===== config.mk =====
export PLATFORM = sky130hd
export DESIGN_NAME = mdl_abspgcntr
export DESIGN_NICKNAME = d
export VERILOG_FILES = /design/src/rtl/mdl_abspgcntr_pkg.sv /design/src/rtl/mdl_abspgcntr_fa.sv /design/src/rtl/mdl_abspgcntr.sv
export SDC_FILE = /design/constraint.sdc
export NUM_CORES = 1
export LEC_CHECK = 0
export CAP_MARGIN = 0
export CORE_UTILIZATION = 35
export DETAILED_ROUTE_END_ITERATION = 12
export PLACE_DENSITY = 0.73
export SYNTH_ARGS = -nofsm -noshare
export SYNTH_HDL_FRONTEND = slang
export SYNTH_SLANG_ARGS = --single-unit

===== constraint.sdc =====
create_clock -name i_MCLK -period 1.9 [get_ports i_MCLK]
set_clock_uncertainty 0.2 [all_clocks]
set_input_delay 0.285 -clock i_MCLK [delete_from_list [all_inputs] [get_ports i_MCLK]]
set_output_delay 0.285 -clock i_MCLK [all_outputs]
set_load 0.01 [all_outputs]

===== src/rtl/mdl_abspgcntr_pkg.sv =====
// -----------------------------------------------------------------------------
// mdl_abspgcntr_pkg
// Shared constants for the bit-serial absolute page counter of the 005297
// bubble controller: page range, absolute->relative mapping constants and
// the ROT20 slot indices at which the serial machinery acts.
// -----------------------------------------------------------------------------
package mdl_abspgcntr_pkg;

    // Page geometry.
    localparam int PGMAX          = 2052;                // highest valid absolute page, wrap point
    localparam int RELOFS         = 1299;                // relative page of absolute page 0
    localparam int ABS_GTE_THRESH = PGMAX - RELOFS + 1;  // 754: first abs page that maps to rel 0
    localparam int PG_W           = 12;                  // serial word width
    localparam int ROT_W          = 20;                  // slots per ROT20 frame

    // 12-bit constants streamed LSB-first by slot.
    localparam logic [PG_W-1:0] K_REL_LO = PG_W'(RELOFS);                       // 1299
    localparam logic [PG_W-1:0] K_REL_HI = PG_W'((2**PG_W) - ABS_GTE_THRESH);   // 3342 = -754 mod 4096
    localparam logic [PG_W-1:0] C_GTE    = PG_W'(ABS_GTE_THRESH);               // 754
    localparam logic [PG_W-1:0] C_MAX    = PG_W'(PGMAX);                        // 2052

    // Slot indices.
    localparam int SLOT_LSB   = 0;   // first serial bit
    localparam int SLOT_MSB   = 11;  // last serial bit
    localparam int SLOT_LATCH = 12;  // flags latched from the running comparators
    localparam int SLOT_CLR   = 19;  // frame bookkeeping: arm increment, reset comparators

    // Bit k of a 12-bit constant, selected by the active-low one-hot slot
    // vector; slots 12-19 yield 0.
    function automatic logic slot_const_bit(input logic [ROT_W-1:0] rot_n,
                                            input logic [PG_W-1:0]  konst);
        return |(~rot_n & {{(ROT_W-PG_W){1'b0}}, konst});
    endfunction

endpackage


===== src/rtl/mdl_abspgcntr_fa.sv =====
// -----------------------------------------------------------------------------
// mdl_abspgcntr_fa
// One-bit full adder cell, used as the serial adder stage of the
// absolute->relative page conversion.
// Ports:
//   i_a, i_b, i_cin  addend bits and carry in
//   o_sum, o_cout    sum bit and carry out
// -----------------------------------------------------------------------------
module mdl_abspgcntr_fa (
    input  logic i_a,
    input  logic i_b,
    input  logic i_cin,
    output logic o_sum,
    output logic o_cout
);

    assign o_sum  = i_a ^ i_b ^ i_cin;
    assign o_cout = (i_a & i_b) | (i_cin & (i_a ^ i_b));

endmodule


===== src/rtl/mdl_abspgcntr.sv =====
// -----------------------------------------------------------------------------
// mdl_abspgcntr
// Bit-serial absolute page counter. A 12-bit circulating shift register holds
// the current absolute page (0..2052); it is shifted out LSB-first during
// ROT20 slots 0-11 and incremented in the same pass when a page-advance
// request was collected in the previous frame. The equivalent relative page
// is produced alongside by a serial adder.
//
// Ports:
//   i_MCLK           master clock
//   i_RST_n          asynchronous active-low reset
//   i_CLK2M_PCEN_n   active-low clock enable; registers move only when 0
//   i_ROT20_n[19:0]  active-low one-hot slot timing
//   i_PGADV          page-advance request
//   o_ABSPGCNTR_LSB  serial absolute page, bit k in slot k
//   o_RELPG_LSB      serial relative page, bit k in slot k
//   o_ABSPG_GTE754   latched flag: stored page >= 754
//   o_ABSPG_ATMAX    latched flag: stored page == 2052
//   o_ABSPG_DBG      parallel copy of the page latched at slot 12
//                    (present only when ABSPGCNTR_DBG_EN is defined)
// -----------------------------------------------------------------------------
module mdl_abspgcntr
    import mdl_abspgcntr_pkg::*;
(
    input  logic             i_MCLK,
    input  logic             i_RST_n,
    input  logic             i_CLK2M_PCEN_n,
    input  logic [ROT_W-1:0] i_ROT20_n,
    input  logic             i_PGADV,
    output logic             o_ABSPGCNTR_LSB,
    output logic             o_RELPG_LSB,
    output logic             o_ABSPG_GTE754,
    output logic             o_ABSPG_ATMAX
`ifdef ABSPGCNTR_DBG_EN
    ,
    output logic [PG_W-1:0]  o_ABSPG_DBG
`endif
);

    // Timing decode.
    logic en;
    logic slot_shift;
    logic slot_latch;
    logic slot_clr;

    assign en         = ~i_CLK2M_PCEN_n;
    assign slot_shift = ~&i_ROT20_n[SLOT_MSB:SLOT_LSB];
    assign slot_latch = ~i_ROT20_n[SLOT_LATCH];
    assign slot_clr   = ~i_ROT20_n[SLOT_CLR];

    // State.
    logic [PG_W-1:0] sr_q,       sr_d;        // circulating page register
    logic            ic_q,       ic_d;        // incrementer carry
    logic            wrap_act_q, wrap_act_d;  // this frame's increment wraps to 0
    logic            inc_pend_q, inc_pend_d;  // request collected during the frame
    logic            ge_q,       ge_d;        // running "new page >= 754"
    logic            ne_q,       ne_d;        // running "new page != 2052"
    logic            gte_q,      gte_d;
    logic            atmax_q,    atmax_d;
    logic            rc_q,       rc_d;        // conversion adder carry

    // Serial datapath.
    logic nb;        // new bit entering the top of sr
    logic req;       // request as seen at this edge
    logic c_gte_k;
    logic c_max_k;
    logic k_bit;
    logic rel_cout;

    assign req     = inc_pend_q | i_PGADV;
    // A wrapping increment only happens from 2052, so forcing every new bit
    // to 0 yields page 0 without a compare on the full word.
    assign nb      = wrap_act_q ? 1'b0 : (sr_q[0] ^ ic_q);
    assign c_gte_k = slot_const_bit(i_ROT20_n, C_GTE);
    assign c_max_k = slot_const_bit(i_ROT20_n, C_MAX);
    // The offset depends on which half of the range the streamed page is in;
    // the flag latched at slot 12 of the previous frame describes exactly the
    // value streaming out now (pre-increment).
    assign k_bit   = slot_const_bit(i_ROT20_n, gte_q ? K_REL_HI : K_REL_LO);

    assign o_ABSPGCNTR_LSB = sr_q[0];
    assign o_ABSPG_GTE754  = gte_q;
    assign o_ABSPG_ATMAX   = atmax_q;

    mdl_abspgcntr_fa u_rel_fa (
        .i_a    (sr_q[0]),
        .i_b    (k_bit),
        .i_cin  (rc_q),
        .o_sum  (o_RELPG_LSB),
        .o_cout (rel_cout)
    );

    always_comb begin
        // NOTE: every _d defaults to its _q before any condition, so no path
        // through this block can leave a signal unassigned and infer a latch.
        sr_d       = sr_q;
        ic_d       = ic_q;
        wrap_act_d = wrap_act_q;
        inc_pend_d = inc_pend_q;
        ge_d       = ge_q;
        ne_d       = ne_q;
        gte_d      = gte_q;
        atmax_d    = atmax_q;
        rc_d       = rc_q;

        if (en) begin
            if (slot_shift) begin
                sr_d = {nb, sr_q[PG_W-1:1]};
                ic_d = sr_q[0] & ic_q;
                // LSB-first magnitude compare: a higher differing bit
                // overrides whatever the lower bits concluded.
                ge_d = (nb & ~c_gte_k) | (~(nb ^ c_gte_k) & ge_q);
                ne_d = ne_q | (nb ^ c_max_k);
                rc_d = rel_cout;
            end

            if (slot_latch) begin
                gte_d   = ge_q;
                atmax_d = ~ne_q;
            end

            if (slot_clr) begin
                ic_d       = req;
                wrap_act_d = req & atmax_q;
                inc_pend_d = 1'b0;
                ge_d       = 1'b1;   // equal so far counts as >=
                ne_d       = 1'b0;
                rc_d       = 1'b0;
            end else begin
                inc_pend_d = inc_pend_q | i_PGADV;
            end
        end
    end

    // NOTE: sequential state is written with non-blocking assignments only,
    // so every flop samples the pre-edge value of every other flop.
    always_ff @(posedge i_MCLK or negedge i_RST_n) begin
        if (!i_RST_n) begin
            sr_q       <= '0;
            ic_q       <= 1'b0;
            wrap_act_q <= 1'b0;
            inc_pend_q <= 1'b0;
            ge_q       <= 1'b0;
            ne_q       <= 1'b0;
            gte_q      <= 1'b0;
            atmax_q    <= 1'b0;
            rc_q       <= 1'b0;
        end else begin
            sr_q       <= sr_d;
            ic_q       <= ic_d;
            wrap_act_q <= wrap_act_d;
            inc_pend_q <= inc_pend_d;
            ge_q       <= ge_d;
            ne_q       <= ne_d;
            gte_q      <= gte_d;
            atmax_q    <= atmax_d;
            rc_q       <= rc_d;
        end
    end

`ifdef ABSPGCNTR_DBG_EN
    logic [PG_W-1:0] dbg_q, dbg_d;

    always_comb begin
        dbg_d = dbg_q;
        if (en && slot_latch) begin
            dbg_d = sr_q;
        end
    end

    always_ff @(posedge i_MCLK or negedge i_RST_n) begin
        if (!i_RST_n) begin
            dbg_q <= '0;
        end else begin
            dbg_q <= dbg_d;
        end
    end

    assign o_ABSPG_DBG = dbg_q;
`endif

endmodule


# ---- Word-level counts from Yosys, hierarchy flattened
# Cells that the tools add are included.
# Widths: inputs -> output; s select.
dict set report word_totals {
  regBits 20
  inputBits 24
  output_inout_bits 4
  word_cells 53
}
dict set report op_classes {
  n_eq_ne 1
  muxes 11
  n_bitwise 24
  reduce_logical 8
}
# cell n
set op_table {}
lappend op_table {{$and 20x12->20} 1}
lappend op_table {{$not 20->20} 1}
lappend op_table {{$reduce_or 20->1} 1}
lappend op_table {{$mux 12} 1}
lappend op_table {{$reduce_and 12->1} 1}
lappend op_table {{$mux 1} 10}
lappend op_table {{$reduce_and 2->1} 4}
lappend op_table {{$not 1->1} 7}
lappend op_table {{$and 1x1->1} 6}
lappend op_table {{$reduce_or 6->1} 1}
lappend op_table {{$xor 1x1->1} 5}
lappend op_table {{$or 1x1->1} 4}
lappend op_table {{$ne 2x2->1 const B} 1}
lappend op_table {{$reduce_or 2->1} 1}

# ---- Depth between registers and ports, before layout
# Gate-level depths: netlist (run 1).
dict set report logic_depth {
  ltp_word 8
  mapped_depth 6
}

# ---- Hierarchy
# Synthesis (run 1) repeated with hierarchy kept, for this count alone.
dict set report unflattened {
  cells_unflattened 78
  area_unflattened_um2 992.2
}
# module n_inst cells_per_inst area_each_um2 seq_area_each_um2
set modules_own_cells {}
lappend modules_own_cells {mdl_abspgcntr 1 77 972.2 500.5}
lappend modules_own_cells {mdl_abspgcntr_fa 1 1 20.0 0.0}

# ---- Worst setup path after synthesis (run 1)
# Ideal clock, no wire load.
dict set report synth_timing {
  path_kind {register -> register}
  start {reg sr_q[0]}
  end {reg ge_q}
  setup_time_ps 125
  arrival_time_ps 1552
  path_slack_ps 24
  path_stages_with_launch 7
  n_path_buf 0
  period_less_slack_ps 1876
  path_cell_list {dfrtp_1 > ha_1 > nor2b_1 > ha_1 > nand2_1 > nand3b_1 > mux2_2}
}
dict set report synth_between {
  elab_chain_cells 8
  word_cells_on_any_way 9
  classes_between {mux (3); bitwise (6)}
}
# item line
set synth_lines {}
lappend synth_lines {{from (decl)} mdl_abspgcntr.sv:52} ;# logic [PG_W-1:0] sr_q, sr_d;
lappend synth_lines {{from (signal assigned)} mdl_abspgcntr.sv:149} ;# sr_q <= sr_d;
lappend synth_lines {{$xor 1x1->1 (*)} mdl_abspgcntr.sv:73} ;# assign nb = wrap_act_q ? 1'b0 : (sr_q[0] ^ ic_q);
lappend synth_lines {{$mux 1 (*)} mdl_abspgcntr.sv:73}
lappend synth_lines {{named net nb} mdl_abspgcntr.sv:63} ;# logic nb;
lappend synth_lines {{$xor 1x1->1} mdl_abspgcntr.sv:112} ;# ge_d = (nb & ~c_gte_k) | (~(nb ^ c_gte_k) & ge_q);
lappend synth_lines {{$not 1->1} mdl_abspgcntr.sv:112}
lappend synth_lines {{$and 1x1->1} mdl_abspgcntr.sv:112}
lappend synth_lines {{$or 1x1->1 (*)} mdl_abspgcntr.sv:112}
lappend synth_lines {{$mux 1 (*)} mdl_abspgcntr.sv:107} ;# if (slot_shift) begin
lappend synth_lines {{$mux 1 (*)} mdl_abspgcntr.sv:122} ;# if (slot_clr) begin
lappend synth_lines {{to (signal assigned)} mdl_abspgcntr.sv:153} ;# ge_q <= ge_d;
lappend synth_lines {{to (decl)} mdl_abspgcntr.sv:56} ;# logic ge_q, ge_d; // running "new page >= 754"
# Mark *: on every way through the listed nets, which the timed path passes. The rest lies on a longest branch. The select of a mux whose other input is x is not followed.
# A chain may end at the register's enable or synchronous reset.

# ---- Final worst setup path (run 1)
dict set report layout_timing {
  start {reg gte_q (netlist: o_ABSPG_GTE754)}
  end {out o_RELPG_LSB}
}
dict set report layout_between {
  elab_chain_cells 5
}
# item line
set layout_lines {}
lappend layout_lines {{from (decl)} mdl_abspgcntr.sv:58} ;# logic gte_q, gte_d;
lappend layout_lines {{from (signal assigned)} mdl_abspgcntr.sv:155} ;# gte_q <= gte_d;
lappend layout_lines {{$mux 12} mdl_abspgcntr.sv:79} ;# assign k_bit = slot_const_bit(i_ROT20_n, gte_q ? K_REL_HI : K_REL_LO);
lappend layout_lines {{$and 20x12->20} mdl_abspgcntr_pkg.sv:32} ;# return |(~rot_n & {{(ROT_W-PG_W){1'b0}}, konst});
lappend layout_lines {{$reduce_or 20->1} mdl_abspgcntr_pkg.sv:32}
lappend layout_lines {{$xor 1x1->1 (2 in a row)} mdl_abspgcntr_fa.sv:17} ;# assign o_sum = i_a ^ i_b ^ i_cin;
lappend layout_lines {{to (decl)} mdl_abspgcntr.sv:31} ;# output logic o_RELPG_LSB,
# No other way between the ends.

==> impl_metrics.toml, run 1 <==
[grt]
antenna_found_initial = 0
grt_pass1_wl_um = 2980
grt_pass1_vias = 668
overflow = 0
grt_max_degree = 21
use_met2 = 0.2325
met3_usage = 0.03390
met1_usage = 0.1975
busiest_layer = "met2"
grt_use_total = 0.1530

[drt]
firstDrtPassIters = 4
first_iter_violations = 15
via_count = 717
wirelength_um = 1792
wl_per_cell_um = 12.80
drt-vias-per-instance = 5.121
postRouteAntennaNets = 0
drt_drc_violations_left = 0

[layout]
final_common_cell = "dfrtp_1"
fin_nets = 138
layout_common_cells = "dfrtp_1, buf_4, clkdlybuf4s50_1, mux2_4, nor2_1"
diodes = 0
syn2layout_area_growth_pct = 41.19
drive_above_1_share = 0.3455
final_area_um2 = 1334
postLayoutCoreUtil = 0.5288

[timing]
hold_viol = 0
period_share = 1.101
worst_pin_slew_ns = 0.2844
max_freq_mhz = 478.2
setup_slack_ns = -0.1914
finalSetupViolCount = 2
slew_violations = 0
whs_ns = 0.09749
timing.slew.headroom = 0.8088
period_needed_ns = 2.091
rsz0062_at_grt = "true"

[synth]
ys_ff_latch = 20
syn-num-nets = 99
ys_seq_area_frac = 0.5298
synthTopCellsByArea = "dfrtp_1, mux2_4, mux2_2"
synth-warning-count = 0
synth_cell_types = 21
netlist_area_um2 = 944.7
synth.avg_cell_area_um2 = 13.12
synth_area_leader_cell = "dfrtp_1"
synth_top_area_frac = 0.5298
synthCells = 72

[power_and_ir_drop]
total_power_mw = 1.607
p_per_area_nw_per_um2 = 1205
ir_drop_v = 0.0006176
p_leak_nw = 0.6306

[floorplan]
ioPinCount = 28
core_um2 = 2522
rows = 18
dieArea_um2 = 2911
initial_core_util = 0.3745
die_w_um = 53.95
die_h_um = 53.95

[clock_tree]
root_buffer = "clkbuf_4"
htreeDepth = 1
cts_buffers = 3
clk_path_buf_depth = 2
worstSkewPairLatency_ns = 0.31
cts.sinks = 20
holdBufCountCts = 0
clkSlewWorstSetupHoldPaths_ns = 0.11
cts_tree = "built"

[place]
dpl.hpwl_um = 1341
dpl-instance-area_um2 = 1279
dp_slack_ns = -0.7764
routabilityCongestion = 0.8379
io_buffer_count = 21

[status]
violations = "negative setup slack"
outcome = "finished with violations"

[critical_path]
startpoint_type = "register"
path_buf_inv = 1
slowest_stage = "fa_1"
required_ns = 1.41
worstPathCellList = "mux2i_1 > nand4_1 > fa_1 > buf_2"
critPathArrivalTime_ns = 1.61
cp_slowest_stage_delay_ns = 0.50
critPathTopFamily = "adder cells"
cp_max_fo = 2
critical_path_class = "reg2out"
end_kind = "output port"

[flow_run]
max_cap_violations = 0

[min_path]
hold_path_class = "in2async"
cell type report:
type	instances	area [µm²]
Fill cell	227	1189
Clock inverter	1	30.03
Sequential cell	20	500.5
Clock buffer	3	22.52
Tap cell	30	37.54
Timing Repair Buffer	35	301.5
Multi-Input combinational cell	50	437.9
Inverter	1	3.754
flip-flops by register name (all words and copies together), names as in the netlist:
register        cells
sr_q               12
ge_q                1
ic_q                1
inc_pend_q          1
ne_q                1
o_ABSPG_ATMAX       1
o_ABSPG_GTE754      1
rc_q                1
wrap_act_q          1
layer usage:
metal	wire, µm	vias up	share of wire
met5	0	-	0
met2	820	35	0.46
met1	781	345	0.44
li1	-	334	-
met3	154	3	0.086
met4	35	0	0.020
path summary, 6_finish.rpt:
kind | slack (ns) | endpoint | from | cells after the start
max in group asynchronous | 1.20 | sr_q[3]$_DFFE_PN0P_ | i_RST_n | 2
setup / recovery | -0.19 | o_RELPG_LSB | o_ABSPG_GTE754$_DFFE_PN0P_ | 4
min in group i_MCLK | 0.28 | o_ABSPG_ATMAX$_DFFE_PN0P_ | ne_q$_DFFE_PN0P_ | 1
hold / removal | 0.1 | ne_q$_DFFE_PN0P_ | i_RST_n | 2
setup reg to reg | -0.12 | ge_q$_DFFE_PN0P_ | sr_q[0]$_DFFE_PN0P_ | 7
hold reg to reg | 0.28 | o_ABSPG_ATMAX$_DFFE_PN0P_ | ne_q$_DFFE_PN0P_ | 1
kinds of logic (layout without fill, tap and decap cells):
kind of cell,after synthesis,in the layout,share of synthesized area
DFF,20,20,0.5298
muxes,16,16,0.2252
xor gates and xnor gates,1,1,0.009273
and+or+nand+nor,21,21,0.1099
buffers and inverters,2,40,0.01589
AOI/OAI and AO/OA,9,9,0.06226
adders and majority gates,3,3,0.04768
Yosys cell counts, drive strengths merged:
cell,n
ha,2
o21ai,2
a21oi,4
mux2,15
nand4,2
nand2,6
fa,1
mux2i,1
o41a,1
buf,1
a22o,2
xor2,1
nor2,7
nor2b,1
dfrtp,20
nand3b,2
nor4,1
inv,1
nand3,2
timing repair:
| action | in CTS | in global routing |
|---|---|---|
| buffers inserted | 1 | 0 |
| resized for setup | 10 | 2 |
| pin swaps | 3 | 2 |
| setup endpoints to repair | 3 | 4 |
through the flow:
stage | std cells | TNS, ns
finish | 140 | -0.3084
global route | 140 | -0.4975
CTS | 140 | -0.3557
detailed placement | 135 | -5.263
global placement | 135 | -4.791
floorplan | 72 | 0
power by group:
group	internal [mW]	total [mW]	switching [mW]
Combinational	0.380	0.568	0.188
Sequential	0.589	0.691	0.102
Clock	0.213	0.347	0.134
Note: power is estimated with default switching activity, not from simulation.
==> run 2, diff against run 1 <==
--- a/config.mk
+++ b/config.mk
@@ -5,6 +5,7 @@
 export SDC_FILE = /design/constraint.sdc
 export NUM_CORES = 1
 export LEC_CHECK = 0
+export ABC_CLOCK_PERIOD_IN_PS = 1900
 export CAP_MARGIN = 0
 export CORE_UTILIZATION = 35
 export DETAILED_ROUTE_END_ITERATION = 12
==> results of run 2 <==
Final layout, timing and power as in run 1 (identical DEF).
